==> src/rtl/reset_seq_pkg.sv <==
// Shared types and constants for the reset sequence initiator and its ack synchronizer.
package reset_seq_pkg;

  typedef enum logic [1:0] {
    IDLE    = 2'd0,
    ASSERT  = 2'd1,
    RELEASE = 2'd2
  } state_e;

  localparam int SYNC_STAGES = 2;

endpackage

==> src/rtl/reset_ack_sync.sv <==
// Multi-bit flop-chain synchronizer for the per-domain reset acknowledges.
// Each bit is an independent level (a domain's own rst_n), so per-bit sync is safe.
module reset_ack_sync
  import reset_seq_pkg::*;
#(
  parameter int WIDTH = 2
) (
  input  logic             clk,
  input  logic             rst_n,
  input  logic [WIDTH-1:0] d,
  output logic [WIDTH-1:0] q
);

  logic [WIDTH-1:0] stage_q [SYNC_STAGES];

  always_ff @(posedge clk or negedge rst_n) begin
    if (!rst_n) begin
      for (int i = 0; i < SYNC_STAGES; i++) begin
        stage_q[i] <= '0;
      end
    end else begin
      stage_q[0] <= d;
      for (int i = 1; i < SYNC_STAGES; i++) begin
        stage_q[i] <= stage_q[i-1];
      end
    end
  end

  assign q = stage_q[SYNC_STAGES-1];

endmodule

==> src/rtl/reset_seq_initiator.sv <==
// Issues a registered active-low reset to downstream domains and waits for their acks.
// Optional macro RST_SEQ_HOLD_EN adds a 'hold' input that stretches the assert phase.
module reset_seq_initiator
  import reset_seq_pkg::*;
#(
  parameter int N_DOMAINS    = 2,
  parameter int PULSE_CYCLES = 16,
  parameter int ACK_TIMEOUT  = 255
) (
  input  logic                 clk,
  input  logic                 asyncrst_n,
  input  logic                 req,
`ifdef RST_SEQ_HOLD_EN
  input  logic                 hold,
`endif
  input  logic [N_DOMAINS-1:0] rst_ack_n,
  output logic                 rst_out_n,
  output logic                 busy,
  output logic                 done,
  output logic                 timeout_err
);

  localparam int PW = $clog2(PULSE_CYCLES + 1);
  localparam int TW = $clog2(ACK_TIMEOUT + 1);
  localparam logic [PW-1:0] PULSE_MAX    = PW'(PULSE_CYCLES);
  localparam logic [TW-1:0] TIMEOUT_LAST = TW'(ACK_TIMEOUT - 1);

  state_e           state_q, state_d;
  logic [PW-1:0]    pulse_cnt_q, pulse_cnt_d;
  logic [TW-1:0]    tmo_cnt_q, tmo_cnt_d;
  logic             rst_out_n_q, rst_out_n_d;
  logic             busy_q, busy_d;
  logic             done_q, done_d;
  logic             timeout_err_q, timeout_err_d;

  logic [N_DOMAINS-1:0] ack_sync;
  logic                 ack_low, ack_high;
  logic                 start, hold_active;

  reset_ack_sync #(
    .WIDTH (N_DOMAINS)
  ) u_ack_sync (
    .clk   (clk),
    .rst_n (asyncrst_n),
    .d     (rst_ack_n),
    .q     (ack_sync)
  );

  assign ack_low  = ~|ack_sync;
  assign ack_high = &ack_sync;

`ifdef RST_SEQ_HOLD_EN
  assign start       = req | hold;
  assign hold_active = hold;
`else
  assign start       = req;
  assign hold_active = 1'b0;
`endif

  always_comb begin
    state_d       = state_q;
    pulse_cnt_d   = pulse_cnt_q;
    tmo_cnt_d     = tmo_cnt_q;
    done_d        = 1'b0;
    timeout_err_d = timeout_err_q;
    case (state_q)
      IDLE: begin
        if (start) begin
          state_d       = ASSERT;
          pulse_cnt_d   = '0;
          tmo_cnt_d     = '0;
          timeout_err_d = 1'b0;
        end
      end
      ASSERT: begin
        if (pulse_cnt_q != PULSE_MAX) begin
          pulse_cnt_d = pulse_cnt_q + 1'b1;
        end else if (!hold_active) begin
          // Minimum pulse met; hold (when present) freezes both exit and timeout.
          if (ack_low) begin
            state_d   = RELEASE;
            tmo_cnt_d = '0;
          end else if (tmo_cnt_q == TIMEOUT_LAST) begin
            state_d       = IDLE;
            timeout_err_d = 1'b1;
          end else begin
            tmo_cnt_d = tmo_cnt_q + 1'b1;
          end
        end
      end
      RELEASE: begin
        if (ack_high) begin
          state_d = IDLE;
          done_d  = 1'b1;
        end else if (tmo_cnt_q == TIMEOUT_LAST) begin
          state_d       = IDLE;
          timeout_err_d = 1'b1;
        end else begin
          tmo_cnt_d = tmo_cnt_q + 1'b1;
        end
      end
      default: begin
        state_d = IDLE;
      end
    endcase
    rst_out_n_d = (state_d != ASSERT);
    busy_d      = (state_d != IDLE);
  end

  // Outputs are decoded from the next state so they are glitch-free flop outputs.
  always_ff @(posedge clk or negedge asyncrst_n) begin
    if (!asyncrst_n) begin
      state_q       <= ASSERT;
      pulse_cnt_q   <= '0;
      tmo_cnt_q     <= '0;
      rst_out_n_q   <= 1'b0;
      busy_q        <= 1'b1;
      done_q        <= 1'b0;
      timeout_err_q <= 1'b0;
    end else begin
      state_q       <= state_d;
      pulse_cnt_q   <= pulse_cnt_d;
      tmo_cnt_q     <= tmo_cnt_d;
      rst_out_n_q   <= rst_out_n_d;
      busy_q        <= busy_d;
      done_q        <= done_d;
      timeout_err_q <= timeout_err_d;
    end
  end

  assign rst_out_n   = rst_out_n_q;
  assign busy        = busy_q;
  assign done        = done_q;
  assign timeout_err = timeout_err_q;

endmodule

==> config.mk <==
export PLATFORM = sky130hd
export DESIGN_NAME = reset_seq_initiator
export DESIGN_NICKNAME = d
export VERILOG_FILES = /design/src/rtl/reset_seq_pkg.sv /design/src/rtl/reset_ack_sync.sv /design/src/rtl/reset_seq_initiator.sv
export SDC_FILE = /design/constraint.sdc
export NUM_CORES = 1
export LEC_CHECK = 0
export CORE_MARGIN = 2
export CORE_UTILIZATION = 30
export CTS_CLUSTER_DIAMETER = 100
export DETAILED_ROUTE_END_ITERATION = 6
export GPL_TIMING_DRIVEN = 0
export SETUP_SLACK_MARGIN = 0.15
export SYNTH_ARGS = -nofsm -noshare
export SYNTH_HDL_FRONTEND = slang
export SYNTH_SLANG_ARGS = --single-unit
==> constraint.sdc <==
create_clock -name clk -period 3.6 [get_ports clk]
set_input_delay 0.36 -clock clk [delete_from_list [all_inputs] [get_ports clk]]
set_output_delay 0.36 -clock clk [all_outputs]
set_load 0.01 [all_outputs]
==> results of run 1 <==
## registers in the layout, indices dropped and copies added, names as in the netlist
name                flops
busy                    1
rst_out_n               1
u_ack_sync.stage_q      2
u_ack_sync.q            2
tmo_cnt_q               8
timeout_err             1
done                    1
state_q                 2
pulse_cnt_q             5
## final timing paths
check                                                startpoint                        end  slack, ns  depth (start not counted)
worst max register to register             state_q[0]$_DFF_PN1_    timeout_err$_DFFE_PN0P_       1.47                          7
worst max-delay path                       state_q[0]$_DFF_PN1_    timeout_err$_DFFE_PN0P_       1.47                          7
max in group asynchronous                            asyncrst_n   tmo_cnt_q[3]$_DFFE_PN0P_       2.30                          1
min in group asynchronous                            asyncrst_n   tmo_cnt_q[6]$_DFFE_PN0P_       0.66                          1
worst min register to register  u_ack_sync.stage_q[2]$_DFF_PN0_  u_ack_sync.q[0]$_DFF_PN0_       0.35                          0
worst min-delay path            u_ack_sync.stage_q[2]$_DFF_PN0_  u_ack_sync.q[0]$_DFF_PN0_       0.35                          0
## per-stage QoR
stage | power [mW] | hold slack (ns) | setup WS, ns | instances | utilization (%)
2_1_floorplan | 0.735 | 0.0644 | 1.68 | 124 | -
3_3_place_gp | 0.837 | 0.337 | 1.52 | 182 | 35.1
3_5_place_dp | 0.866 | 0.335 | 1.49 | 182 | 35.1
4_1_cts | 1.03 | 0.354 | 1.47 | 186 | 36.2
5_1_grt | 1.10 | 0.373 | 1.38 | 186 | 36.2
6_report | 1.03 | 0.353 | 1.47 | 186 | 36.2
## layer usage
layer / vias to the layer above / part of all wire, % / global-route usage (%)
met5: - / 0 / 0
met2: 27 / 48 / 19.0
met3: 4 / 3.4 / 2.18
li1: 495 / - / -
met4: 0 / 1.3 / 3.27
met1: 502 / 47 / 15.8
## worst reg2reg max path, stage by stage, from the launching register on
cell and delay [ns]:
sky130_fd_sc_hd__dfstp_2 0.56, sky130_fd_sc_hd__inv_1 0.06, sky130_fd_sc_hd__ha_1 0.26, sky130_fd_sc_hd__nor2b_1 0.22, sky130_fd_sc_hd__a2111oi_4 0.49, sky130_fd_sc_hd__buf_6 0.20
sky130_fd_sc_hd__a31oi_1 0.10, sky130_fd_sc_hd__a31oi_1 0.16
## power groups by stage
stage | Sequential, mW | Clock [mW] | Combinational [mW]
6_report | 0.375 | 0.160 | 0.491
5_1_grt | 0.382 | 0.178 | 0.543
4_1_cts | 0.375 | 0.165 | 0.492
3_5_place_dp | 0.380 | 0 | 0.486
3_3_place_gp | 0.374 | 0 | 0.463
2_1_floorplan | 0.372 | 0 | 0.363
## logic make-up (layout without fill, tap and decap cells)
family	after synthesis	in the layout	share of synthesized area, %
buffers and inverters	12	24	4.69
AO/OA/AOI/OAI	45	45	27.1
adder cells (fa/ha/maj)	8	8	7.81
multiplexers	1	1	0.781
AND/OR/NAND/NOR	35	35	14.5
flip-flops	23	23	45.1
## cell type report
class	instances	area, um2
clock inverter	1	5.00
timing repair buffer	8	80.1
sequential	23	578
multi-input combinational	89	643
inverter	8	30.0
buffer	4	30.0
fill	389	2590
clock buffer	3	41.3
tap	50	62.6
## placed cells by master, fill, tap and decap left out, drive strengths merged, types with 2 or more instances in the layout
cell type / n
a31oi: 4
and3: 4
nor2: 6
clkbuf: 4
a21o: 4
o21a: 2
a31o: 4
clkdlybuf4s50: 8
nand4: 2
buf: 3
a22o: 6
nand3: 7
inv: 8
dfrtp: 21
nor3: 5
o21ai: 5
nand2: 5
ha: 8
a21oi: 8
dfstp: 2
o22a: 2
==> results_tabular.tex, run 1 <==
\begin{tabular}{lr}
\hline
Metric & Value \\
\hline
\multicolumn{2}{l}{\textbf{CTS}} \\
\quad Resized cells post-CTS & 0 \\
\quad Hold-fix buffer count after cts & 0 \\
\quad Clock transition at the register clock pins on the worst setup and hold paths after CTS & 0.08 ns \\
\quad Htree depth & 1 \\
\quad Number of setup buffers added after CTS & 0 \\
\quad Worst skew pair latency & roughly 0.26 ns \\
\quad Clock buffers created by TritonCTS & 3 \\
\quad CTS Buffer Depth & 2 \\
\quad TritonCTS clock tree & done \\
\quad Root buffer selected by CTS & sky130\_fd\_sc\_hd\_\_clkbuf\_8 \\
\quad Clock sink count & 23 \\
\multicolumn{2}{l}{\textbf{Timing}} \\
\quad Setup tns final & 0 ns \\
\quad Worst Tran Pin Value & between 1 and 1.5 ns \\
\quad Clock period minus final worst setup slack & roughly 2.1 ns \\
\quad Fin. max-slew vios & 0 \\
\quad Setup repair after global routing missed its margin & false \\
\quad Total count of hold-check failures in the final report & 0 \\
\quad Fmax & 0.470 GHz \\
\quad Final-report setup violation count & 0 \\
\quad Max\_slew headroom & roughly 30\% \\
\quad Max Clock Skew & between 0.002 and 0.003 ns \\
\quad Final period utilization & 59.1\% \\
\multicolumn{2}{l}{\textbf{Status}} \\
\quad Result of the run & finished, final reports clean \\
\multicolumn{2}{l}{\textbf{Synthesis}} \\
\quad Synth Cell Area & about 1300 um2 \\
\quad Sequential share of the synthesized area & a little under half \\
\quad Post-synth cell types & 40 \\
\quad Leading cell types by count after synthesis & sky130\_fd\_sc\_hd\_\_dfrtp\_1 (21), sky130\_fd\_sc\_hd\_\_a21oi\_1 (8), sky130\_fd\_sc\_hd\_\_ha\_1 (8), sky130\_fd\_sc\_hd\_\_inv\_1 (8), sky130\_fd\_sc\_hd\_\_nand3\_1 (7) \\
\quad Number of register bits inferred by synthesis & 23 \\
\quad Largest cells by area after synthesis & sky130\_fd\_sc\_hd\_\_dfrtp\_1 (41\%), sky130\_fd\_sc\_hd\_\_ha\_1 (7.8\%), sky130\_fd\_sc\_hd\_\_dfstp\_2 (4.1\%) \\
\quad Cell with the most instances after synthesis & sky130\_fd\_sc\_hd\_\_dfrtp\_1 \\
\quad Average footprint of a synthesized cell & 10.3 um2 \\
\quad Synth warn & 0 \\
\quad Ys async rst share & 100\% \\
\quad Post-synthesis cell type with the largest combined area & sky130\_fd\_sc\_hd\_\_dfrtp\_1 \\
\quad Most used flip-flop cell after synthesis & sky130\_fd\_sc\_hd\_\_dfrtp\_1 \\
\quad Share of the synthesized area in the top cell type & between 40\% and 50\% \\
\quad Synthesized net count & $\sim$140 \\
\quad Post-Synthesis Cells & roughly 120 \\
\quad EDFF count, synth & 0 \\
\multicolumn{2}{l}{\textbf{Setup path}} \\
\quad Kind of cell adding the most delay to the critical path & compound AO/OA/AOI/OAI gates \\
\quad Worst path max stage delay & between 0.5 and 0.6 ns \\
\quad Critical path start-end classification & flip-flop to flip-flop \\
\quad CP Data Arrival Time & around 2.3 ns \\
\quad Worst-path maximum fanout & 10 \\
\quad Critical path's most frequent cell & sky130\_fd\_sc\_hd\_\_a31oi\_1 \\
\quad Required arrival time at the worst endpoint & roughly 3.8 ns \\
\quad CP bufs+invs & 2 \\
\quad Critical Path, Cell by Cell & inv\_1 > ha\_1 > nor2b\_1 > a2111oi\_4 > buf\_6 > a31oi\_1 > a31oi\_1 \\
\quad Startpoint types & flip-flop \\
\quad Crit end category & flip-flop \\
\quad Slowest-stage cell, CP & sky130\_fd\_sc\_hd\_\_dfstp\_2 \\
\multicolumn{2}{l}{\textbf{Power}} \\
\quad Comb power frac & between 40\% and 50\% \\
\quad Power density normalized to cell area & about 700 nW/um2 \\
\quad Net load switching power & between 0.4 and 0.5 mW \\
\quad Int Power & approximately 0.62 mW \\
\quad Worst ir drop on vdd & about 0.32 mV \\
\quad Switching Fraction & roughly two fifths \\
\quad Leakage power figure & between 0.6 and 0.7 nW \\
\quad Relative contribution of the clock network to total power & approximately 16\% \\
\quad Sequential cell fraction of total power & between 30 and 40\% \\
\multicolumn{2}{l}{\textbf{Global routing}} \\
\quad Global-route congestion overflow total & 0 \\
\quad Global-route wire length before repair & about 4.6 mm \\
\quad Combined global-route utilization of all metal layers & a little under an eighth \\
\quad Number of antenna violations at the first check in global routing & 0 \\
\quad Largest net degree at the start of global routing & 24 \\
\quad Vias in the first global route & between 1000 and 1500 \\
\multicolumn{2}{l}{\textbf{Placement}} \\
\quad Final weighted congestion of routability-driven global placement & around 0.84 \\
\quad Placed standard-cell area & about 1400 um2 \\
\quad I/O Buffers & 8 \\
\quad Estimated wirelength of the detail-placed design & slightly below 2 mm \\
\multicolumn{2}{l}{\textbf{Final layout}} \\
\quad Final layout net count & 150 \\
\quad Ant. Diodes & 0 \\
\quad Non-Filler Cell Area, Final & approximately 1500 um2 \\
\quad Layout cell share with drive strength beyond 1 & between 10\% and 20\% \\
\quad Relative area change from synthesis to final layout & 14.7\% \\
\multicolumn{2}{l}{\textbf{Floorplan}} \\
\quad DIE AREA & approximately 4800 um2 \\
\quad I/O Pins & 9 \\
\quad Floorplan die height & just under 70 um \\
\quad Core area & around 4100 um2 \\
\quad Site Rows & 23 \\
\quad Effective utilization at floorplan & a little under a third \\
\quad Die outline width & between 60 and 70 um \\
\multicolumn{2}{l}{\textbf{Job}} \\
\quad Max Cap Viol & 0 \\
\multicolumn{2}{l}{\textbf{Routing}} \\
\quad Number of detailed-route iterations in the first pass & 4 \\
\quad Overall routed net length & about 2.7 mm \\
\quad Total vias in the final route & slightly above 1000 \\
\quad Antenna violation net count after detailed routing & 0 \\
\quad Drt drc & 0 \\
\quad First-iteration detailed-routing DRC count & between 40 and 50 \\
\quad Per-cell routed wire length & $\sim$15 um \\
\quad Routed vias/inst & 5.53 \\
\multicolumn{2}{l}{\textbf{Hold path}} \\
\quad Class of the worst hold path & flip-flop to flip-flop \\
\hline
\end{tabular}
Power figures use the tool's default switching activity.
==> inputs of run 2 (changes only) <==
clock period = 2 ns   (was 3.6 ns; I/O delays follow)
==> results_tabular.tex, run 2 (synthesized netlist as in run 1, its figures left out) <==
\begin{tabular}{lr}
\hline
Metric & Value \\
\hline
\multicolumn{2}{l}{\textbf{Status}} \\
\quad Result of the run & finished, final reports clean \\
\multicolumn{2}{l}{\textbf{Setup path}} \\
\quad Worst-path maximum fanout & 6 \\
\quad CP Data Arrival Time & slightly above 2 ns \\
\quad Critical path's most frequent cell & sky130\_fd\_sc\_hd\_\_buf\_4 \\
\quad Critical R2R Launch & state\_q[0]\$\_DFF\_PN1\_ \\
\quad Crit end category & flip-flop \\
\quad Flop-to-flop setup slack & about 0.11 ns \\
\quad Reg2reg path depth & 9 \\
\quad Crit path launch & state\_q[0]\$\_DFF\_PN1\_ \\
\quad CP bufs+invs & 5 \\
\quad Required arrival time at the worst endpoint & $\sim$2.2 ns \\
\quad Kind of cell adding the most delay to the critical path & buffers and inverters \\
\quad Critical Path, Cell by Cell & inv\_4 > ha\_4 > buf\_4 > nor3\_4 > a2111oi\_4 > buf\_4 > buf\_6 > buf\_4 > a22o\_1 \\
\quad Worst path max stage delay & 0.60 ns \\
\quad Startpoint types & flip-flop \\
\quad Critical path start-end classification & flip-flop to flip-flop \\
\quad Slowest-stage cell, CP & sky130\_fd\_sc\_hd\_\_dfstp\_2 \\
\quad Worst reg2reg endpoint & tmo\_cnt\_q[0]\$\_DFFE\_PN0P\_ \\
\multicolumn{2}{l}{\textbf{CTS}} \\
\quad CTS Buffer Depth & 2 \\
\quad Clock sink count & 23 \\
\quad TritonCTS clock tree & done \\
\quad Htree depth & 1 \\
\quad Clock buffers created by TritonCTS & 3 \\
\quad Worst skew pair latency & 0.27 ns \\
\quad Clock transition at the register clock pins on the worst setup and hold paths after CTS & 0.08 ns \\
\quad Root buffer selected by CTS & sky130\_fd\_sc\_hd\_\_clkbuf\_8 \\
\quad Hold-fix buffer count after cts & 0 \\
\multicolumn{2}{l}{\textbf{Routing}} \\
\quad Antenna violation net count after detailed routing & 0 \\
\quad Per-cell routed wire length & around 15 um \\
\quad First-iteration detailed-routing DRC count & 59 \\
\quad Overall routed net length & 2.94 mm \\
\quad Routed vias/inst & roughly 5.6 \\
\quad Drt drc & 0 \\
\quad Total vias in the final route & 1117 \\
\quad Number of detailed-route iterations in the first pass & 4 \\
\multicolumn{2}{l}{\textbf{Timing}} \\
\quad Worst Tran Pin Value & 1.02 ns \\
\quad Setup tns final & 0 ns \\
\quad Setup slack after layout & 0.107 ns \\
\quad Setup repair after global routing missed its margin & true \\
\quad Clock period minus final worst setup slack & between 1.5 and 2 ns \\
\quad Total count of hold-check failures in the final report & 0 \\
\quad Max\_slew headroom & between 30\% and 40\% \\
\quad Final period utilization & roughly 95\% \\
\quad Fmax & roughly 0.53 GHz \\
\quad Fin. max-slew vios & 0 \\
\quad Final-report setup violation count & 0 \\
\quad Max Clock Skew & around 0.0037 ns \\
\multicolumn{2}{l}{\textbf{Floorplan}} \\
\quad DIE AREA & about 4800 um2 \\
\quad Floorplan die height & around 69 um \\
\quad Effective utilization at floorplan & 31.6\% \\
\quad Core area & between 4000 and 5000 um2 \\
\quad Site Rows & 23 \\
\quad I/O Pins & 9 \\
\quad Die outline width & just under 70 um \\
\multicolumn{2}{l}{\textbf{Global routing}} \\
\quad Largest net degree at the start of global routing & 24 \\
\quad Global-route wire length before repair & 4.81 mm \\
\quad Number of antenna violations at the first check in global routing & 0 \\
\quad Combined global-route utilization of all metal layers & 12.5\% \\
\quad Global-route congestion overflow total & 0 \\
\quad Vias in the first global route & about 1100 \\
\multicolumn{2}{l}{\textbf{Final layout}} \\
\quad Layout cell share with drive strength beyond 1 & between 30\% and 40\% \\
\quad Register with the most flip-flops & tmo\_cnt\_q \\
\quad Final layout net count & 164 \\
\quad Number of fill cells & between 300 and 400 \\
\quad Relative area change from synthesis to final layout & 34.4\% \\
\quad Leading cell type in the layout, fill and taps excluded & sky130\_fd\_sc\_hd\_\_dfrtp\_1 \\
\quad Biggest registers after layout & tmo\_cnt\_q (8), pulse\_cnt\_q (5) \\
\quad Most used cells in the layout excluding fill and tap cells & sky130\_fd\_sc\_hd\_\_dfrtp\_1 (20), sky130\_fd\_sc\_hd\_\_buf\_4 (12), sky130\_fd\_sc\_hd\_\_clkdlybuf4s50\_1 (8) \\
\quad Number of flip-flops under the largest register name & 8 \\
\quad Ant. Diodes & 0 \\
\multicolumn{2}{l}{\textbf{Hold path}} \\
\quad Hold Path Sink & u\_ack\_sync.stage\_q[2]\$\_DFF\_PN0\_ \\
\quad Cell depth of the worst min-delay path & 1 \\
\quad Start point of the worst min-delay path & rst\_ack\_n[0] \\
\quad Class of the worst hold path & input pin to flip-flop \\
\multicolumn{2}{l}{\textbf{Placement}} \\
\quad Final weighted congestion of routability-driven global placement & roughly 0.9 \\
\quad I/O Buffers & 8 \\
\quad Estimated wirelength of the detail-placed design & 1.85 mm \\
\quad Worst slack after detailed placement & -0.0472 ns \\
\multicolumn{2}{l}{\textbf{Power}} \\
\quad Power density normalized to cell area & around 1300 nW/um2 \\
\quad Worst ir drop on vdd & 0.647 mV \\
\quad Leakage power figure & between 0.7 and 0.8 nW \\
\multicolumn{2}{l}{\textbf{Job}} \\
\quad Max Cap Viol & 0 \\
\hline
\end{tabular}
run 2: worst max path at each step:
stage | endpoint | slack, ns | cells past startpoint
3_5_place_dp | timeout_err$_DFFE_PN0P_ | -0.05 | 7
3_3_place_gp | timeout_err$_DFFE_PN0P_ | -0.04 | 7
6_report | tmo_cnt_q[0]$_DFFE_PN0P_ | 0.11 | 9
2_1_floorplan | timeout_err$_DFFE_PN0P_ | 0.15 | 7
4_1_cts | timeout_err$_DFFE_PN0P_ | 0.13 | 7
5_1_grt | timeout_err$_DFFE_PN0P_ | 0.03 | 8
run 2: area by class of cell:
class	count	area, um2	share of cell area, %
Timing Repair Buffer	22	201	11.7
Inverter	8	32.5	1.89
Buffer	4	32.5	1.89
Clock buffer	4	45.0	2.62
Multi-Input combinational cell	89	768	44.6
Tap cell	50	62.6	3.63
Sequential cell	23	579	33.6
run 2: worst register-to-register path: cells and delay by family (launching register included):
family                   cells  cell delay [ns]
AND/OR/NAND/NOR              1             0.17
AO/OA/AOI/OAI                2             0.24
flip-flops                   1             0.60
adder cells (fa/ha/maj)      1             0.16
buffers and inverters        5             0.63
run 2: what timing repair did:
action	4_1_cts	5_1_grt
endpoints found under the hold margin	0	0
cloned	0	0
pin swaps	5	3
endpoints found under the setup margin	18	18
gates resized for setup	18	13
buffers inserted	11	3
run 2: report_power, final:
| part | total [mW] | switching, mW | leakage, nW | internal (mW) |
|---|---|---|---|---|
| Combinational | 1.32 | 0.633 | 0.427 | 0.683 |
| Clock | 0.296 | 0.154 | 0.0228 | 0.143 |
| Sequential | 0.676 | 0.0965 | 0.296 | 0.579 |
run 2: stage by stage:
stage	power [mW]	area, um2	utilization (%)	std cells	hold WS, ns
4_1_cts	2.10	1630	40.1	197	0.358
3_5_place_dp	1.54	1430	35.2	182	0.340
6_report	2.29	1720	42.4	200	0.359
2_1_floorplan	1.33	1290	-	124	-0.0956
3_3_place_gp	1.52	1430	35.2	182	0.337
5_1_grt	2.45	1720	42.4	200	0.355
run 2: layer usage:
metal	vias to the layer above	part of all wire [%]	global-route usage [%]
li1	520	-	-
met1	547	41	13.8
met2	36	51	21.7
met3	14	3.8	2.03
met4	0	4.0	8.71
met5	-	0	0
